$ cat src/rtl/nonce_dispatcher.sv
// nonce_dispatcher: walks a nonce range through the hash core and reports the first hit or exhaustion.
module nonce_dispatcher #(
    parameter int ROUNDS = 64
) (
    input  logic        clk,
    input  logic        rst,
    input  logic        start,
    input  logic        stop,
    input  logic [31:0] nonce_base,
    input  logic [31:0] nonce_limit,
    input  logic [32:0] flag_plus_nonce,
    output logic [31:0] nonce,
    output logic [5:0]  count,
    output logic        busy,
    output logic        result_valid,
    output logic        result_found,
    output logic [31:0] result_nonce,
    input  logic        result_ready,
    output logic [31:0] hash_count
);
    typedef enum logic [1:0] {IDLE, RUN, CHECK, REPORT} state_t;
    state_t state, state_next;
    logic [31:0] limit;
    logic last;
    assign last = count == 6'(ROUNDS - 1);
    always_comb begin
        state_next = state;
        case (state)
            IDLE:    state_next = (start && !stop) ? RUN : IDLE;
            RUN:     state_next = stop ? IDLE : last ? CHECK : RUN;
            CHECK:   state_next = stop ? IDLE : (flag_plus_nonce[32] || nonce == limit) ? REPORT : RUN;
            REPORT:  state_next = result_ready ? IDLE : REPORT;
            default: state_next = IDLE;
        endcase
    end
    always_ff @(posedge clk) begin
        if (rst) begin
            state        <= IDLE;
            limit        <= '0;
            nonce        <= '0;
            count        <= '0;
            busy         <= 1'b0;
            result_valid <= 1'b0;
            result_found <= 1'b0;
            result_nonce <= '0;
            hash_count   <= '0;
        end else begin
            state        <= state_next;
            busy         <= state_next != IDLE;
            result_valid <= state_next == REPORT;
            count        <= (state == RUN && state_next == RUN) ? count + 6'd1 : 6'd0;
            if (state == IDLE && state_next == RUN) begin
                limit      <= nonce_limit;
                nonce      <= nonce_base;
                hash_count <= '0;
            end
            // stop in CHECK discards the outcome and leaves hash_count frozen
            if (state == CHECK && !stop) begin
                hash_count <= hash_count + 32'd1;
                if (flag_plus_nonce[32]) begin
                    result_found <= 1'b1;
                    result_nonce <= flag_plus_nonce[31:0];
                end else if (nonce == limit) begin
                    result_found <= 1'b0;
                    result_nonce <= limit;
                end else begin
                    nonce <= nonce + 32'd1;
                end
            end
        end
    end
endmodule
$ cat config.mk
export PLATFORM = sky130hd
export DESIGN_NAME = nonce_dispatcher
export DESIGN_NICKNAME = d
export VERILOG_FILES = /design/src/rtl/nonce_dispatcher.sv
export SDC_FILE = /design/constraint.sdc
export NUM_CORES = 1
export LEC_CHECK = 0
export ABC_AREA = 1
export CORE_UTILIZATION = 53
export DETAILED_ROUTE_END_ITERATION = 10
export GPL_TIMING_DRIVEN = 1
export PLACE_DENSITY_LB_ADDON = 0.08
export SYNTH_ARGS = -nofsm -noshare
export SYNTH_HDL_FRONTEND = slang
export SYNTH_SLANG_ARGS = --single-unit
$ cat constraint.sdc
create_clock -name clk -period 2.9 [get_ports clk]
set_input_delay 0.58 -clock clk [delete_from_list [all_inputs] [get_ports clk]]
set_output_delay 0.58 -clock clk [all_outputs]
set_load 0.03 [all_outputs]
; ---- Word level (Yosys, flattened, before mapping)
; Cells that the tools add are included.
[op_classes]
n_addsub = 3
eq_ne = 7
n_mux = 17
n_bitwise = 1
reduce_logical = 12
[op_table]
columns = op, count
row1 = $mux W32, 8
row2 = $add A32 B1 Y32 const B, 2
row3 = $eq A32 B32 Y1, 1
row4 = $mux W2, 5
row5 = $pmux W2 S4, 1
row6 = $add A6 B1 Y6 const B, 1
row7 = $eq A2 B2 Y1 const B, 3
row8 = $eq A6 B6 Y1 const B, 1
row9 = $reduce_bool A2 Y1, 3
row10 = $eq A2 B1 Y1 const B, 2
row11 = $logic_and A1 B1 Y1, 4
row12 = $mux W1, 3
row13 = $logic_not A2 Y1, 1
row14 = $reduce_and A2 Y1, 1
row15 = $reduce_or A2 Y1, 1
row16 = $logic_not A1 Y1, 1
row17 = $logic_or A1 B1 Y1, 1
row18 = $not A1 Y1, 1
[totals]
reg_bits = 139
input_bits = 102
output_inout_bits = 105
elab_cells = 49

; ---- Logic depth before layout (Yosys ltp)
; Gate-level depths: netlist (run 1).
[logic_depth]
word_depth = 11
mapped_depth = 13
mapped_depth_nobuf = 13

; ---- Worst setup path after synthesis (run 1)
; No wires, ideal clock.
[synth_timing]
path_kind = reg2reg
from = register hash_count[0]
to = register hash_count[22]
setup_time_ns = 0.117
arrival_ns = 1.797
required_time_ns = 2.783
slack_ns = 0.986
path_stages_with_launch = 13
n_path_buf = 0
synth_period_minus_slack_ns = 1.914
cell_sequence = dfxtp_1 > ha_1 > nand3_1 > nor2_2 > nand3_2 > nor2_2 > nand2_1 > nor2_2 > nand2_1 > clkinv_1 > nand2_1 > nand2_1 > a21oi_1
[synth_between]
elab_chain_cells = 2
[synth_lines]
columns = element, line
row1 = from (decl), 19  ; output logic [31:0] hash_count
row2 = from (signal assigned), 59  ; hash_count <= hash_count + 32'd1;
row3 = $add A32 B1 Y32, 59
row4 = $mux W32, 58  ; if (state == CHECK && !stop) begin
; Every way passes these cells.
; A chain may end at the register's enable or synchronous reset.

; ---- Worst setup path in the final report (run 1)
[layout_timing]
from = register nonce[11]
to = register result_nonce[10]
[layout_between]
elab_chain_cells = 3
[layout_lines]
columns = element, line
row1 = from (decl), 12  ; output logic [31:0] nonce,
row2 = from (signal assigned), 54  ; nonce <= nonce_base;
row3 = from (signal assigned), 67  ; nonce <= nonce + 32'd1;
row4 = $eq A32 B32 Y1, 63  ; end else if (nonce == limit) begin
row5 = $reduce_bool A2 Y1 (no source line), n/a
row6 = $reduce_and A2 Y1 (no source line), n/a
row7 = to (signal assigned), 62  ; result_nonce <= flag_plus_nonce[31:0];
row8 = to (signal assigned), 65  ; result_nonce <= limit;
row9 = to (decl), 17  ; output logic [31:0] result_nonce,
; Every way passes these cells.

==> results of run 1 <==
## layout make-up
class,instances,area [µm²]
Multi-Input combinational cell,938,4490
Fill cell,1252,3910
Sequential cell,139,2780
Timing Repair Buffer,223,2220
Clock buffer,22,454
Inverter,93,349
Tap cell,184,230
Clock inverter,9,92.6
## cell usage after synthesis (all sizes together) (2+ instances only)
| library cell | n |
|---|---|
| a21oi | 113 |
| xnor2 | 25 |
| nor3b | 3 |
| dfxtp | 139 |
| ha | 3 |
| nand4 | 39 |
| o21ai | 84 |
| or2 | 3 |
| nor2 | 136 |
| a22oi | 2 |
| nand2 | 410 |
| a31oi | 2 |
| nor3 | 16 |
| buf | 23 |
| xor2 | 13 |
| a211oi | 4 |
| nand3b | 7 |
| nand3 | 69 |
| clkbuf | 39 |
| inv | 92 |
## worst max-delay path, cell delays in order, from the launching register on
cell	delay (ns)
dfxtp_1	0.52
xnor2_1	0.16
nand2_1	0.07
nor2_1	0.11
nand2_1	0.09
nor2_2	0.18
nand2_4	0.25
nand2_4	0.40
nand2_4	0.33
nand2_1	0.16
a21oi_1	0.08
## state kept, by name, summed over array words and instances, names as in the netlist
name          count
nonce            32
result_found      1
result_valid      1
hash_count       32
result_nonce     32
busy              1
limit            32
count             6
state             2
## layer usage
| layer | share of wire, % | routed length (µm) | track usage (%) |
|---|---|---|---|
| met1 | 43 | 10700 | 41.6 |
| met2 | 47 | 11600 | 52.6 |
| met3 | 7.6 | 1890 | 7.54 |
| met4 | 2.6 | 647 | 10.6 |
| met5 | 0 | 0 | 0 |
## cell usage in the layout, fill, tap and decap left out, types with 4 or more instances in the layout
master	synthesis	final
nand2_1	387	387
clkdlybuf4s50_1	0	204
dfxtp_1	139	139
nor2_1	126	126
a21oi_1	93	93
inv_1	86	85
o21ai_0	83	83
nand3_1	67	66
nand4_1	39	39
xnor2_1	25	25
a21oi_2	20	20
nand2_2	20	20
clkbuf_16	0	17
nor3_1	15	15
buf_4	4	15
xor2_1	13	13
nor2_2	10	10
nand3b_1	7	7
inv_2	6	7
a211oi_1	4	4
clkbuf_1	39	4
## stage by stage
stage | area, µm² | hold WS [ns] | worst slack, ns
6_report | 10600 | 0.464 | 0.388
5_1_grt | 10600 | 0.479 | 0.185
4_1_cts | 10600 | 0.466 | 0.438
3_5_place_dp | 10100 | 0.454 | 0.408
3_3_place_gp | 10100 | 0.446 | 0.415
2_1_floorplan | 7920 | 0.451 | 0.986
## power breakdown
part	internal (mW)	switching [mW]
Combinational	0.297	0.342
Sequential	1.97	0.0734
Clock	1.20	0.845
Total	3.47	1.26
## path summary, 6_finish.rpt
path / slack (ns) / startpoint / depth (start not counted) / end
setup reg to reg: 0.39 / nonce[11] / 10 / result_nonce[10]
hold / removal: 0.46 / result_nonce[25] / 2 / result_nonce[25]
hold reg to reg: 0.46 / result_nonce[25] / 2 / result_nonce[25]
setup / recovery: 0.39 / nonce[11] / 10 / result_nonce[10]
## logic make-up (layout without fill, tap and decap cells)
| logic type | Yosys count | after routing | share of synthesized area (%) |
|---|---|---|---|
| and+or+nand+nor | 683 | 683 | 37.0 |
| buffers and inverters | 155 | 347 | 8.13 |
| AOI/OAI and AO/OA | 214 | 214 | 15.1 |
| adders and majority gates | 3 | 3 | 0.474 |
| DFF | 139 | 139 | 35.2 |
| xor gates and xnor gates | 38 | 38 | 4.20 |
==> flow_summary.yaml, run 1 <==
synthesis:
  synth_top_cell_area_share_pct: 35.2
  synth-edff-count: 0
  async_flop_share_pct: 0
  syn_inst: 1232
  yosysSeqAreaShare_pct: 35.2
  synth_area_per_cell_um2: 6.42
  synthDistinctLibCells: 42
  syn_area_um2: 7920
  synth_ff_type: "dfxtp_1"
  synth.top_cells.by_area: "dfxtp_1, nand2_1, nor2_1"
  syn_nets: 1337
  ys_warn_count: 0
  yosysTopAreaCell: "dfxtp_1"
  synth-seq-cells: 139
drt:
  drt_first_iter_violations: 899
  routed_wl_um: 24900
  vias_per_cell: 5.46
  drtPass1Iterations: 6
  routedWlPerCell_um: 15.5
  ant_nets: 0
  remaining_drc_errors: 0
  vias: 8783
clocking:
  cts_inserted_buffers: 17
  insertion_delay_ns: 0.43
  postCtsSetupRepairBufs: 0
  h-tree-depth: 4
  clkTransAtPathRegs_ns: 0.07
  cts.repair.resized: 0
  tritoncts: "yes"
  cts_sinks: 139
  cts_root_buf: "clkbuf_16"
  clock_path_buffers: 2
  cts_hold_buf: 0
finish:
  syn_to_final_growth_pct: 34.2
  final_core_util_pct: 73.1
  diodes: 0
  layout.nets: 1517
  final_cells: 1608
  drive_gt1_share_pct: 8.01
floorplan:
  core_um2: 14500
  die_y_um: 124
  die_w_um: 124
  rows: 44
  die-area_um2: 15400
  io-pin-count: 207
  start_util_pct: 54.5
run:
  maxCapViolations: 0
placement:
  gp_congestion: 0.956
  numPortBuffers: 206
  dp.cells: 1577
  hpwl_um: 17800
sta:
  maxSlewHeadroom_pct: 59.8
  timing.final.crit_period_ns: 2.51
  drv_slew: 0
  max_freq_mhz: 398
  worst_clock_skew_ns: 0.0111
  grt_setup_unrepaired: "false"
  worst_slew_pin_slew_ns: 0.603
  final-hold-violation-count: 0
  tns_ns: 0
  fin_crit_sh_pct: 86.6
  setup-violations-final: 0
setup_path:
  startpoint_type: "flop"
  path_class: "flop to flop"
  worstPathMaxFanout: 35
  cp.arrival_ns: 2.79
  worst_setup_path_end_kind: "flop"
  required_ns: 3.18
status:
  status: "finished clean"
power_and_ir_drop:
  p_leak_nw: 3.88
  powerDensity_nw_per_um2: 445
  finalPower_mw: 4.73
  ir_worst_vdd_v: 0.000366
grt:
  grt_max_degree: 83
  grt_pass1_vias: 8171
  grt_pass1_wl_um: 40400
  antenna_found_initial: 1
  grt_usage_pct: 32.2
  overflow: 0
min_path:
  hold_path_class: "flop to flop"
(Power assumes the default switching activity.)
==> inputs of run 2 (changes only) <==
CAP_MARGIN = 10   (was unset)
==> results of run 2 <==
No change in the layout: final DEF, timing and power equal those of run 1.
